**src/rtl/water_dispenser_pkg.sv**
```systemverilog
// Shared definitions for the water dispenser amount path.
// The keypad entry block uses the same width and maximum constants as the dispense controller.
package water_dispenser_pkg;

    localparam int DEFAULT_AMOUNT_WIDTH   = 14;
    localparam int DEFAULT_MAXIMUM_AMOUNT = 9999;
    localparam int DEFAULT_ML_PER_PULSE   = 5;

    typedef enum logic [1:0] {
        IDLE  = 2'd0,
        FILL  = 2'd1,
        DONE  = 2'd2,
        FAULT = 2'd3
    } dispense_state_t;

endpackage

```
**src/rtl/flow_pulse_sync.sv**
```systemverilog
// Brings the raw flow-meter pulse into the clock domain with a two-flop synchronizer.
// Turns each rising edge into a one-clock count-enable pulse.
// The count lands on the third clock edge after flow_pulse rises.
module flow_pulse_sync (
    input  logic clock,
    input  logic reset,
    input  logic flow_pulse,
    output logic count_pulse
);

    logic sync_first;
    logic sync_second;
    logic sync_previous;

    // Synchronizer chain plus a delayed copy for rising-edge detection
    always_ff @(posedge clock or posedge reset) begin
        if (reset) begin
            sync_first    <= 1'b0;
            sync_second   <= 1'b0;
            sync_previous <= 1'b0;
        end else begin
            sync_first    <= flow_pulse;
            sync_second   <= sync_first;
            sync_previous <= sync_second;
        end
    end

    assign count_pulse = sync_second & ~sync_previous;

endmodule

```
**src/rtl/dispense_controller.sv**
```systemverilog
// Dispense controller: latches a confirmed amount, opens the valve, and counts flow-meter pulses
// until that volume has been delivered.
// Optional no-flow watchdog with a FAULT state is enabled by defining DISPENSE_TIMEOUT_EN.
module dispense_controller
    import water_dispenser_pkg::*;
#(
    parameter int AMOUNT_WIDTH   = DEFAULT_AMOUNT_WIDTH,
    parameter int MAXIMUM_AMOUNT = DEFAULT_MAXIMUM_AMOUNT,
    parameter int ML_PER_PULSE   = DEFAULT_ML_PER_PULSE,
    parameter int TIMEOUT_CYCLES = 50_000_000
) (
    input  logic                    clock,
    input  logic                    reset,
    input  logic [AMOUNT_WIDTH-1:0] requested_amount,
    input  logic                    start,
    input  logic                    cancel,
    input  logic                    flow_pulse,
    output logic                    valve_open,
    output logic [AMOUNT_WIDTH-1:0] dispensed_amount,
    output logic                    busy,
    output logic                    done,
    output logic                    fault
);

    dispense_state_t         state;
    logic [AMOUNT_WIDTH-1:0] target_amount;
    logic                    count_pulse;
    logic                    request_valid;
    logic [AMOUNT_WIDTH:0]   raw_sum;
    logic [AMOUNT_WIDTH-1:0] next_amount;

    flow_pulse_sync u_flow_pulse_sync (
        .clock       (clock),
        .reset       (reset),
        .flow_pulse  (flow_pulse),
        .count_pulse (count_pulse)
    );

    assign request_valid = (requested_amount != '0) &&
                           (requested_amount <= AMOUNT_WIDTH'(MAXIMUM_AMOUNT));

    // Saturating accumulate of one flow-meter step onto the running total
    always_comb begin
        raw_sum     = {1'b0, dispensed_amount} + (AMOUNT_WIDTH + 1)'(ML_PER_PULSE);
        next_amount = raw_sum[AMOUNT_WIDTH] ? '1 : raw_sum[AMOUNT_WIDTH-1:0];
    end

`ifdef DISPENSE_TIMEOUT_EN
    localparam int NO_FLOW_WIDTH = $clog2(TIMEOUT_CYCLES + 1);
    logic [NO_FLOW_WIDTH-1:0] no_flow_count;
`else
    logic [31:0] unused_timeout_cycles;
    assign unused_timeout_cycles = TIMEOUT_CYCLES;
    assign fault = 1'b0;
`endif

    // Main FSM: valve control, accumulator, done pulse and optional no-flow watchdog
    always_ff @(posedge clock or posedge reset) begin
        if (reset) begin
            state            <= IDLE;
            valve_open       <= 1'b0;
            busy             <= 1'b0;
            done             <= 1'b0;
            dispensed_amount <= '0;
            target_amount    <= '0;
`ifdef DISPENSE_TIMEOUT_EN
            fault            <= 1'b0;
            no_flow_count    <= '0;
`endif
        end else begin
            done <= 1'b0;
            case (state)
                IDLE: begin
                    valve_open <= 1'b0;
                    busy       <= 1'b0;
                    if (start && request_valid) begin
                        target_amount    <= requested_amount;
                        dispensed_amount <= '0;
                        valve_open       <= 1'b1;
                        busy             <= 1'b1;
                        state            <= FILL;
`ifdef DISPENSE_TIMEOUT_EN
                        no_flow_count    <= '0;
`endif
                    end
                end
                FILL: begin
                    if (count_pulse) begin
                        dispensed_amount <= next_amount;
                    end
                    if (cancel) begin
                        valve_open <= 1'b0;
                        busy       <= 1'b0;
                        state      <= IDLE;
                    end else if (count_pulse && (next_amount >= target_amount)) begin
                        valve_open <= 1'b0;
                        busy       <= 1'b0;
                        done       <= 1'b1;
                        state      <= DONE;
                    end
`ifdef DISPENSE_TIMEOUT_EN
                    else if (count_pulse) begin
                        no_flow_count <= '0;
                    end else if (no_flow_count == NO_FLOW_WIDTH'(TIMEOUT_CYCLES - 1)) begin
                        valve_open <= 1'b0;
                        busy       <= 1'b0;
                        fault      <= 1'b1;
                        state      <= FAULT;
                    end else begin
                        no_flow_count <= no_flow_count + 1'b1;
                    end
`endif
                end
                DONE: begin
                    state <= IDLE;
                end
                FAULT: begin
`ifdef DISPENSE_TIMEOUT_EN
                    if (cancel) begin
                        fault <= 1'b0;
                        state <= IDLE;
                    end
`else
                    state <= IDLE;
`endif
                end
                default: begin
                    state <= IDLE;
                end
            endcase
        end
    end

endmodule

```
**config.mk**
```make
export PLATFORM = sky130hd
export DESIGN_NAME = dispense_controller
export DESIGN_NICKNAME = d
export VERILOG_FILES = /design/src/rtl/water_dispenser_pkg.sv /design/src/rtl/flow_pulse_sync.sv /design/src/rtl/dispense_controller.sv
export SDC_FILE = /design/constraint.sdc
export NUM_CORES = 1
export LEC_CHECK = 0
export ABC_AREA = 1
export BUFFER_PORTS_ARGS = -buffer_cell sky130_fd_sc_hd__buf_2
export CAP_MARGIN = 15
export CELL_PAD_IN_SITES_DETAIL_PLACEMENT = 0
export CELL_PAD_IN_SITES_GLOBAL_PLACEMENT = 1
export CORE_ASPECT_RATIO = 0.75
export CORE_MARGIN = 2
export CORE_UTILIZATION = 44
export DETAILED_ROUTE_END_ITERATION = 10
export PLACE_DENSITY_LB_ADDON = 0.1
export SYNTH_ARGS = -nofsm -noshare
export SYNTH_HDL_FRONTEND = slang
export SYNTH_SLANG_ARGS = --single-unit
```
**constraint.sdc**
```tcl
create_clock -name clock -period 4.8 [get_ports clock]
set_input_delay 0.96 -clock clock [delete_from_list [all_inputs] [get_ports clock]]
set_output_delay 0.96 -clock clock [all_outputs]
set_load 0.005 [all_outputs]
```
==> results.md <==
- P_leak: 1.46 nW
- Post-Syn Nets: 331
- Data arrival, critical path: 3150 ps
- Port Buf Inserts: 35
- Reg power frac: 45.6%
- DRT iter0 DRCs: 89
- Finished Layout Cells: 392
- CTS clk-pin slew, worst paths: 70 ps
- Core area: 0.00490 mm²
- Syn avg cell area: 7.52 µm²
- Most common cell in the netlist: nand2_1
- Warnings from Yosys: 0
- Vias in the first global route: 1714
- Sw power: 0.277 mW
- Yosys cell types: 34
- Clk buf depth: 2
- RSZ-0062 raised after global routing: no
- Worst rel slew slack: 58.3%
- Largest net degree at the start of global routing: 45
- Fin nets: 367
- Combinational share of power: 30.1%
- CTS-repair resized insts: 0
- Cell taking the most area after synthesis: dfrtp_1
- Hold Startpoint: u_flow_pulse_sync.sync_first
- Post-synth top cells: nand2_1 (85), inv_1 (40), dfrtp_1 (35)
- Largest cells by area after synthesis: dfrtp_1 (39%), nand2_1 (14%), ha_1 (8.4%), inv_1 (6.7%), nand3_1 (5.2%)
- Initial Util: 45.6%
- Cells after synthesis: 297
- Seq/Total Area, Yosys: 39.2%
- Peak VDD IR: 180 µV
- Initial antenna violation count: 0
- Hold buffers post-CTS: 0
- Critical path data required time: 4960 ps
- Clock Latency Late Sink: 290 ps
- First-pass DRT Iterations: 4
- Synthesized flop and latch total: 35
- Clock power frac: 24.3%
- Final period util: 62.2%
- Worst slew pin tran: 623 ps
- Top cell type's share of synthesized area: 39.2%
- CP Launch Type: flop
- CTS tree: built
- Die height: 65.7 µm
- FP Rows: 22
- GRT overflow: 0
- Hold Vio Cnt, Final: 0
- Tot Pwr: 0.818 mW
- Tot GR Track Use: 18.9%
- Worst hold path cell count: 0
- First-pass GRT wire length: 8.14 mm
- Layout area overhead: 14.2%
- # setup viols final: 0
- Num CTS Buffers: 5
- CP Class: flop to flop
- Clk root buf: clkbuf_8
- Max cap viols: 0
- Status: completed
- Skew final: 6.55 ps
- Post CTS Setup Buffer Count: 0
- # fillers: 525
- CP Capture Type: flop
- TNS Setup: 0 ps
- Die Width: 86.3 µm
- Cells after DPL: 385
- I/O Pins: 37
- Routed WL per cell: 11.9 µm
- Final min period: 2990 ps
- Internal power: 0.540 mW
- Layout cells sized above 1: 20.5%
- Vias per cell: 4.84
- WL final: 4.66 mm
- Gpl congestion: 0.803
- Top_reg_cell synth: dfrtp_1
- Type of the worst min-delay path: flop to flop
- DP Wirelength: 3.48 mm
- Crit path from: dispensed_amount[0]
- FMAX: 335 MHz
- P per Cell Area: 321 mW/mm²
- Antenna fix cells: 0
- Max-slew violation count: 0
- Reg2reg start: dispensed_amount[0]
- DRC errors left: 0
- Via count: 1897
- Number of synthesized flops with an enable pin: 0
- Reg2Reg Depth: 17
- Final ANT Viol Nets: 0
- H-tree depth: 2
- Switch share: 33.9%
- Async set-or-reset flop fraction in the synthesized netlist: 100%
- Die Area: 0.00567 mm²
- Clock Sinks: 35
- CP Max Fanout: 11
- Mapped cell area: 0.00223 mm²
## stage by stage
stage	hold slack, ps	cell area [µm²]	setup slack, ps	utilization (%)
finish	360	2550	1810	52.0
global route	377	2550	1450	52.0
CTS	363	2520	1780	51.5
detailed placement	338	2450	1810	50.0
global placement	348	2450	1790	50.0
floorplan	331	2230	2440	-
## area by class of cell
class	count	area, µm²	share of cell area (%)
Clock buffer	6	72.6	2.85
Inverter	47	176	6.92
Multi-Input combinational cell	206	1130	44.4
Sequential cell	35	876	34.3
Tap cell	60	75.1	2.94
Timing Repair Buffer	38	218	8.54
## worst max-delay path: stages, from the launching register on
cell and delay, ps:
dfrtp_1 430, ha_1 230, nor2_1 260, nor3_4 80, nand3_1 460, nand3_1 220
ha_1 340, nand2_1 60, inv_2 50, nand3_1 120, nor2_1 140, nand2_1 70
nand3_1 80, nand2_1 90, nand2_1 80, nand2_1 50, nand2_1 50, nand2_1 50
## state kept, by name, indices dropped and copies added, names as in the netlist
signal,flops
dispensed_amount,14
target_amount,14
u_flow_pulse_sync.sync_first,1
u_flow_pulse_sync.sync_previous,1
state,2
u_flow_pulse_sync.sync_second,1
done,1
busy,1
## power groups by stage
stage / Clock, mW / Combinational, mW / Sequential [mW]
after floorplan: 0 / 0.184 / 0.372
after detailed placement: 0 / 0.245 / 0.379
final: 0.199 / 0.246 / 0.373
after CTS: 0.206 / 0.247 / 0.374
after global routing: 0.217 / 0.290 / 0.380
after global placement: 0 / 0.241 / 0.379
## worst paths after layout
check | end | slack (ps)
max in group asynchronous | target_amount[5] | 3730
setup reg to reg | busy | 1810
hold reg to reg | u_flow_pulse_sync.sync_second | 360
min in group asynchronous | dispensed_amount[0] | 750
setup / recovery | busy | 1810
hold / removal | u_flow_pulse_sync.sync_second | 360
## layout by cell type (no fill, tap or decap), types with 2 or more instances in the layout
cell type | synthesis | final
nor2_1 | 22 | 22
nand3_1 | 23 | 23
nand3b_2 | 2 | 2
nor3_1 | 7 | 7
a21oi_1 | 8 | 8
inv_2 | 6 | 6
dfrtp_1 | 35 | 35
buf_2 | 3 | 35
o21ai_1 | 14 | 14
inv_1 | 40 | 40
ha_1 | 15 | 15
nand2_1 | 85 | 85
nand4_1 | 5 | 5
buf_4 | 3 | 2
clkbuf_8 | 0 | 5
nand3_2 | 8 | 8
## logic make-up after synthesis
group	synth area share, %
simple gates	35.5
other cells	0.168
compound gates	5.88
xor+xnor	0.784
fa+ha+maj	8.40
buf+inv	10.1
flops	39.2
## routing by layer
metal / vias to the layer above / track usage, % / wire length, µm
li1: 1009 / - / -
met1: 851 / 27.5 / 2430
met2: 30 / 27.7 / 1990
met3: 7 / 4.27 / 174
met4: 0 / 6.45 / 70
met5: - / 0 / 0
(Power assumes the default switching activity.)
